===== src/rtl/dmem_responder.sv =====
// Data-memory responder for the MEM stage: aligns stores, formats loads,
// and stalls the pipeline until the memory completes or rejects the access.
module dmem_responder (
  input  logic        clk,
  input  logic        rst,
  input  logic        MemREAD,
  input  logic [1:0]  MemWrite,
  input  logic [2:0]  funct3,
  input  logic [31:0] addr,
  input  logic [31:0] wdata,
  output logic        stall,
  output logic        resp_valid,
  output logic [31:0] resp_rdata,
  output logic        resp_err,
  output logic        mem_req,
  output logic        mem_we,
  output logic [3:0]  mem_be,
  output logic [31:0] mem_addr,
  output logic [31:0] mem_wdata,
  input  logic        mem_ready,
  input  logic [31:0] mem_rdata
);

  typedef enum logic [1:0] {
    IDLE,
    ACCESS,
    RESP
  } state_e;

  state_e      state_q;
  logic [31:0] addr_q;
  logic [31:0] wdata_q;
  logic        we_q;
  logic [1:0]  sz_q;
  logic [2:0]  f3_q;

  logic        is_wr;
  logic        req;
  logic        illegal;
  logic        err_d;
  logic [1:0]  sz_d;
  logic [7:0]  lb;
  logic [15:0] lh;
  logic [31:0] rdata_d;

  assign is_wr = (MemWrite != 2'b00);
  assign req   = is_wr | MemREAD;

  // Size code: 0 byte, 1 half, 2 word; a store overrides any load.
  always_comb begin
    sz_d    = 2'd0;
    illegal = 1'b0;
    if (is_wr) begin
      sz_d = MemWrite - 2'd1;
    end else begin
      case (funct3)
        3'b000, 3'b100: sz_d = 2'd0;
        3'b001, 3'b101: sz_d = 2'd1;
        3'b010:         sz_d = 2'd2;
        default:        illegal = 1'b1;
      endcase
    end
  end

  assign err_d = illegal
               | ((sz_d == 2'd1) & addr[0])
               | ((sz_d == 2'd2) & (addr[1:0] != 2'b00));

  assign stall = ((state_q == IDLE) & req) | (state_q == ACCESS);

  assign mem_we   = we_q;
  assign mem_addr = {addr_q[31:2], 2'b00};

  always_comb begin
    mem_be    = 4'b1111;
    mem_wdata = wdata_q;
    if (we_q) begin
      case (sz_q)
        2'd0: begin
          mem_be    = 4'b0001 << addr_q[1:0];
          mem_wdata = {4{wdata_q[7:0]}};
        end
        2'd1: begin
          mem_be    = addr_q[1] ? 4'b1100 : 4'b0011;
          mem_wdata = {2{wdata_q[15:0]}};
        end
        default: begin
          mem_be    = 4'b1111;
          mem_wdata = wdata_q;
        end
      endcase
    end
  end

  assign lb = mem_rdata[{addr_q[1:0], 3'b000} +: 8];
  assign lh = addr_q[1] ? mem_rdata[31:16] : mem_rdata[15:0];

  always_comb begin
    rdata_d = mem_rdata;
    case (f3_q)
      3'b000:  rdata_d = {{24{lb[7]}}, lb};
      3'b100:  rdata_d = {24'd0, lb};
      3'b001:  rdata_d = {{16{lh[15]}}, lh};
      3'b101:  rdata_d = {16'd0, lh};
      default: rdata_d = mem_rdata;
    endcase
    if (we_q) rdata_d = 32'd0;
  end

  always_ff @(posedge clk or posedge rst) begin
    if (rst) begin
      state_q    <= IDLE;
      addr_q     <= 32'd0;
      wdata_q    <= 32'd0;
      we_q       <= 1'b0;
      sz_q       <= 2'd0;
      f3_q       <= 3'd0;
      mem_req    <= 1'b0;
      resp_valid <= 1'b0;
      resp_err   <= 1'b0;
      resp_rdata <= 32'd0;
    end else begin
      case (state_q)
        IDLE: begin
          if (req) begin
            addr_q  <= addr;
            wdata_q <= wdata;
            we_q    <= is_wr;
            sz_q    <= sz_d;
            f3_q    <= funct3;
            if (err_d) begin
              state_q    <= RESP;
              resp_valid <= 1'b1;
              resp_err   <= 1'b1;
              resp_rdata <= 32'd0;
            end else begin
              state_q <= ACCESS;
              mem_req <= 1'b1;
            end
          end
        end
        ACCESS: begin
          if (mem_ready) begin
            state_q    <= RESP;
            mem_req    <= 1'b0;
            resp_valid <= 1'b1;
            resp_err   <= 1'b0;
            resp_rdata <= rdata_d;
          end
        end
        default: begin
          state_q    <= IDLE;
          resp_valid <= 1'b0;
        end
      endcase
    end
  end

endmodule


===== config.mk =====
export PLATFORM = sky130hd
export DESIGN_NAME = dmem_responder
export DESIGN_NICKNAME = d
export VERILOG_FILES = /design/src/rtl/dmem_responder.sv
export SDC_FILE = /design/constraint.sdc
export NUM_CORES = 1
export LEC_CHECK = 0
export CAP_MARGIN = 20
export CORE_ASPECT_RATIO = 0.75
export CORE_UTILIZATION = 49
export CTS_CLUSTER_SIZE = 10
export DETAILED_ROUTE_END_ITERATION = 12
export GPL_TIMING_DRIVEN = 0
export PLACE_DENSITY = 0.86
export RECOVER_POWER = 25
export SETUP_SLACK_MARGIN = 0.2
export SLEW_MARGIN = 20
export SYNTH_ARGS = -nofsm -noshare
export SYNTH_HDL_FRONTEND = slang
export SYNTH_SLANG_ARGS = --single-unit

===== constraint.sdc =====
create_clock -name clk -period 7.19 [get_ports clk]
set_clock_uncertainty 0.2 [all_clocks]
set_input_delay 1.7975 -clock clk [delete_from_list [all_inputs] [get_ports clk]]
set_output_delay 1.7975 -clock clk [all_outputs]
set_load 0.05 [all_outputs]

==> results of run 1 <==
cell families (layout without fill, tap and decap cells):
family | count (synthesis) | in the layout | share of synthesized area
other | 1 | 2 | 0.000636
AO/OA/AOI/OAI | 112 | 112 | 0.129
multiplexers | 99 | 99 | 0.188
AND/OR/NAND/NOR | 139 | 139 | 0.110
buffers and inverters | 114 | 337 | 0.118
flip-flops | 107 | 107 | 0.454
sequential cells by signal, summed over array words and instances (netlist names):
register and cells:
mem_req 1, resp_rdata 32, addr_q 32, wdata_q 32, sz_q 2, resp_valid 1, state_q 2, mem_we 1
resp_err 1, f3_q 3
stage by stage:
| step | instances | utilization |
|---|---|---|
| finish | 958 | 0.728 |
| global route | 958 | 0.728 |
| CTS | 958 | 0.730 |
| detailed placement | 943 | 0.704 |
| global placement | 942 | 0.701 |
| floorplan | 573 | - |
final cells by class:
type,instances,area (um2)
Fill cell,887,3170
Sequential cell,107,2680
Multi-Input combinational cell,352,2520
Timing Repair Buffer,208,2080
Buffer,76,553
Clock buffer,12,256
Tap cell,162,203
Inverter,38,144
Clock inverter,3,47.5
metal layers:
layer | vias up | global-route usage
li1 | 2379 | -
met1 | 2391 | 0.386
met2 | 230 | 0.437
met3 | 32 | 0.0702
met4 | 0 | 0.0833
met5 | - | 0
worst paths after layout:
| path | start | endpoint | slack, ns | depth (start not counted) |
|---|---|---|---|---|
| max reg2reg | state_q[0] | resp_rdata[15] | 4.89 | 6 |
| min in group asynchronous | rst | resp_rdata[1] | 2.03 | 2 |
| max in group asynchronous | rst | resp_rdata[15] | 2.35 | 3 |
| max | MemWrite[1] | stall | 1.28 | 4 |
| min reg2reg | mem_req | mem_req | 0.29 | 2 |
| min | mem_req | mem_req | 0.29 | 2 |
report_power, final:
group / switching [mW] / internal (mW) / leakage (nW)
clock: 0.221 / 0.289 / 0.149
sequential: 0.197 / 0.876 / 1.32
combinational: 1.98 / 1.27 / 2.06
total: 2.40 / 2.43 / 3.53
worst max-delay path, cell delays in order:
cell and delay, ns:
dlygate4sd3_1 0.66, or4_4 0.57, and2_1 0.18, clkdlybuf4s50_1 0.69
layout by cell type (no fill, tap or decap), drive strengths merged, types with 2 or more instances in the layout:
| cell type | count |
|---|---|
| a21oi | 21 |
| a32oi | 6 |
| buf | 62 |
| clkbuf | 27 |
| clkdlybuf4s50 | 205 |
| clkinv | 2 |
| conb | 2 |
| dfrtp | 107 |
| dlygate4sd3 | 2 |
| inv | 37 |
| mux2 | 74 |
| mux2i | 25 |
| nand2 | 91 |
| nand2b | 8 |
| nand3 | 8 |
| nor2 | 9 |
| nor2b | 9 |
| nor3 | 2 |
| o211ai | 30 |
| o21ai | 34 |
| o221ai | 9 |
| o311ai | 2 |
| o31ai | 2 |
| or2 | 2 |
==> flow_metrics.env, run 1 <==
export IMPL_status="finished, violations left"
export IMPL_violations="max-capacitance violations, max-slew violations"
export IMPL_cts_buffers=9
export IMPL_fmax_mhz=169
export IMPL_syn2layout_area_growth_pct=43.9
export IMPL_leakage_nw=3.53
export IMPL_crit_type="primary input to primary output"
export IMPL_clockBufferDepth=2
export IMPL_finalSetupTns_ns=0
export IMPL_fin_ws_ns=1.28
export IMPL_synth_cell_area_um2=5890
export IMPL_arrival_ns=3.91
export IMPL_hold_worst_slack_ns=0.291
export IMPL_synth_main_ff_cell="dfrtp_1"
export IMPL_clk_latency_ns=0.34
export IMPL_cts_sinks=107
export IMPL_first_iter_violations=315
export IMPL_power_mw=4.83
export IMPL_placed_area_um2=8210
export IMPL_holdBufCountCts=0
export IMPL_routed_via_density=5.25
export IMPL_place_gp_congestion=0.930
export IMPL_power_density_nw_per_um2=570
export IMPL_hold_violations=0
export IMPL_top_layer="met4"
export IMPL_ys_seq_area_frac=0.454
export IMPL_diodes=0
export IMPL_grt_pass1_wl_um=27000
export IMPL_drcViolationCount=0
export IMPL_ios=210
export IMPL_synth_top_cell_area_share=0.454
export IMPL_ir_drop_v=0.000380
export IMPL_yosysTopAreaCell="dfrtp_1"
export IMPL_antenna_found_initial=0
export IMPL_wl_met2_um=7850
export IMPL_die_w_um=129
export IMPL_ys_async_sr_fraction=1.00
export IMPL_synth_enable_flop_cells=0
export IMPL_cts_tree="built"
export IMPL_clk_pin_slew_ns=0.07
export IMPL_clock_root_buffer="clkbuf_16"
export IMPL_fin_crit_ns=5.91
export IMPL_wire_per_inst_um=17.9
export IMPL_tightest_slew_ns=1.89
export IMPL_syn_area_per_cell_um2=10.3
export IMPL_track_usage=0.281
export IMPL_design_area_um2=8480
export IMPL_met1_length_um=7660
export IMPL_cp_start_kind="primary input"
export IMPL_synth_cell_types=55
export IMPL_routed_wl_um=17100
export IMPL_ant_nets=0
export IMPL_cts_setup_buffers=0
export IMPL_synth_cells=572
export IMPL_wl_met3_um=1290
export IMPL_hpwl_um=13300
export IMPL_dieArea_um2=12500
export IMPL_yosys_warnings=0
export IMPL_overflow=0
export IMPL_report_final_slew_viol_count=77
export IMPL_synth_seq_cells=107
export IMPL_fin_nets=897
export IMPL_synthTopCellsByArea="dfrtp_1 (45%), mux2_2 (14%), nand2_1 (5.8%), buf_4 (5.3%), mux2i_1 (3.9%)"
export IMPL_cp_max_fo=7
export IMPL_endpoint_kind="primary output"
export IMPL_drive_gt1_frac=0.210
export IMPL_timing_final_crit_share=0.821
export IMPL_dr_pass1_iters=5
export IMPL_cts_resized=0
export IMPL_setup_violations_final=0
export IMPL_grt_pass1_vias=5127
export IMPL_pre_cts_slack_ns=1.38
export IMPL_core_area_um2=11700
export IMPL_vias=5032
export IMPL_grt_max_degree=77
export IMPL_io_buffers=207
export IMPL_synthTopCellsByCount="dfrtp_1 (107), nand2_1 (91), mux2_2 (74)"
export IMPL_rsz0062_at_grt="no"
export IMPL_rows=34
export IMPL_hold_path_class="register to register"
export IMPL_cp_required_ns=5.19
export IMPL_drv_cap=1
export IMPL_slew_headroom=-0.257
export IMPL_initial_utilization=0.506
export IMPL_synthMostInstantiatedCell="dfrtp_1"
export IMPL_cts_htree_levels=3
export IMPL_die_h_um=97.0
Note: power is estimated with default switching activity, not from simulation.
==> run 2, diff against run 1 <==
Settings changed: CORE_UTILIZATION 49 to 41, PLACE_DENSITY 0.86 to 0.77.
Clock period 7.19 ns to 4.7 ns, I/O delays scaled along.
==> run 2 against run 1 <==
The run still ends with max-capacitance violations, max-slew violations left. Combinational power grew 52%. Critical path type unchanged. Highest routed layer unchanged. Setup slack got worse by 0.93 ns. Clock power is 54% higher. Critical path depth unchanged.
==> flow_metrics.env, run 2 (same netlist as run 1, synthesis figures left out) <==
export IMPL_path_delay_family="buffers and inverters"
export IMPL_core_area_um2=13900
export IMPL_ir_drop_v=0.000579
export IMPL_clock_root_buffer="clkbuf_16"
export IMPL_first_iter_violations=319
export IMPL_grt_use_met1=0.308
export IMPL_endpoint_kind="primary output"
export IMPL_cts_buffers=9
export IMPL_syn2layout_area_growth_pct=44.7
export IMPL_hold_start="addr_q[16]"
export IMPL_setup_violations_final=0
export IMPL_cp_max_fo=7
export IMPL_cts_resized=1
export IMPL_slew_headroom=-0.376
export IMPL_timing_final_crit_share=0.926
export IMPL_drive_gt1_frac=0.212
export IMPL_hold_worst_slack_ns=0.309
export IMPL_dr_pass1_iters=8
export IMPL_die_w_um=140
export IMPL_wire_per_inst_um=17.5
export IMPL_top_usage_layer="met2"
export IMPL_grt_max_degree=64
export IMPL_cts_tree="built"
export IMPL_drv_cap=1
export IMPL_hold_violations=0
export IMPL_cp_start_kind="primary input"
export IMPL_grtUsageMet3=0.0591
export IMPL_initial_utilization=0.424
export IMPL_arrival_ns=2.98
export IMPL_hold_path_class="register to register"
export IMPL_antenna_found_initial=0
export IMPL_cp_buffers_inverters=2
export IMPL_holdBufCountCts=0
export IMPL_rows=37
export IMPL_drcViolationCount=0
export IMPL_mostFrequentLayoutCell="clkdlybuf4s50_1"
export IMPL_power_mw=7.38
export IMPL_grt_pass1_vias=5052
export IMPL_slowest_stage="dlygate4sd3_1"
export IMPL_leakage_nw=3.54
export IMPL_overflow=0
export IMPL_track_usage=0.231
export IMPL_mostFrequentLayoutCells="clkdlybuf4s50_1 (204), dfrtp_1 (107), nand2_1 (91)"
export IMPL_clockBufferDepth=2
export IMPL_cp_required_ns=3.32
export IMPL_ios=210
export IMPL_clk_latency_ns=0.34
export IMPL_finalSetupTns_ns=0
export IMPL_largestRegisters="addr_q x32, resp_rdata x32, wdata_q x32"
export IMPL_place_gp_congestion=0.909
export IMPL_fin_util=0.614
export IMPL_io_buffers=207
export IMPL_violations="max-capacitance violations, max-slew violations"
export IMPL_routed_wl_um=17000
export IMPL_ant_nets=0
export IMPL_status="finished, violations left"
export IMPL_die_h_um=106
export IMPL_cts_sinks=107
export IMPL_crit_type="primary input to primary output"
export IMPL_r2r_start="state_q[0]"
export IMPL_power_density_nw_per_um2=866
export IMPL_routed_via_density=5.20
export IMPL_cts_htree_levels=3
export IMPL_fin_nets=897
export IMPL_grt_pass1_wl_um=26500
export IMPL_fin_crit_ns=4.35
export IMPL_cpPeakStageDelay_ns=0.64
export IMPL_report_final_slew_viol_count=45
export IMPL_reg2reg_slack_ns=2.35
export IMPL_cts_setup_buffers=0
export IMPL_diodes=0
export IMPL_vias=5051
export IMPL_hpwl_um=13200
export IMPL_rsz0062_at_grt="no"
export IMPL_setup_worst_path_start="MemWrite[1]"
export IMPL_clk_pin_slew_ns=0.07
export IMPL_tightest_slew_ns=2.05
export IMPL_crit_chain="dlygate4sd3_1, or4_4, and2_1, dlygate4sd2_1"
export IMPL_fmax_mhz=230
export IMPL_dieArea_um2=14900
export IMPL_use_met2=0.375
[run 2: through the flow]
step | setup slack (ns) | area [um2] | cells
after floorplan | 0.508 | 5900 | 573
after global placement | -1.03 | 8190 | 955
after detailed placement | 0.170 | 8220 | 956
after CTS | 0.448 | 8530 | 972
after global routing | 0.298 | 8530 | 972
final | 0.350 | 8530 | 972
[run 2: final timing paths]
check | end | cells past startpoint
max in group asynchronous | resp_rdata[19] | 3
worst max register to register | resp_rdata[15] | 6
worst min register to register | addr_q[16] | 1
worst min-delay path | addr_q[16] | 1
worst max-delay path | stall | 4
min in group asynchronous | addr_q[24] | 2
[run 2: where the power goes]
group | internal (mW) | switching (mW) | total, mW
logic | 1.94 | 3.01 | 4.95
registers | 1.34 | 0.307 | 1.65
clock network | 0.434 | 0.352 | 0.786
total | 3.72 | 3.67 | 7.38
[run 2: cell type report]
class | count | area (um2)
sequential | 107 | 2680
fill | 1108 | 5360
multi-input combinational | 352 | 2520
buffer | 76 | 553
timing repair buffer | 208 | 2100
tap | 175 | 219
inverter | 38 | 144
clock inverter | 6 | 71.3
clock buffer | 10 | 239
[run 2: layer usage]
metal	vias up	wire (um)
li1	2372	-
met1	2418	7320
met2	232	8040
met3	29	1330
met4	0	276
met5	-	0
[run 2: worst reg2reg max path: stages, from the launching register on]
cell and delay [ns]:
dfrtp_1 0.35, buf_6 0.13, nand2_1 0.09, nor3_2 0.45, clkbuf_1 0.44, o311ai_0 0.41, o211ai_1 0.21
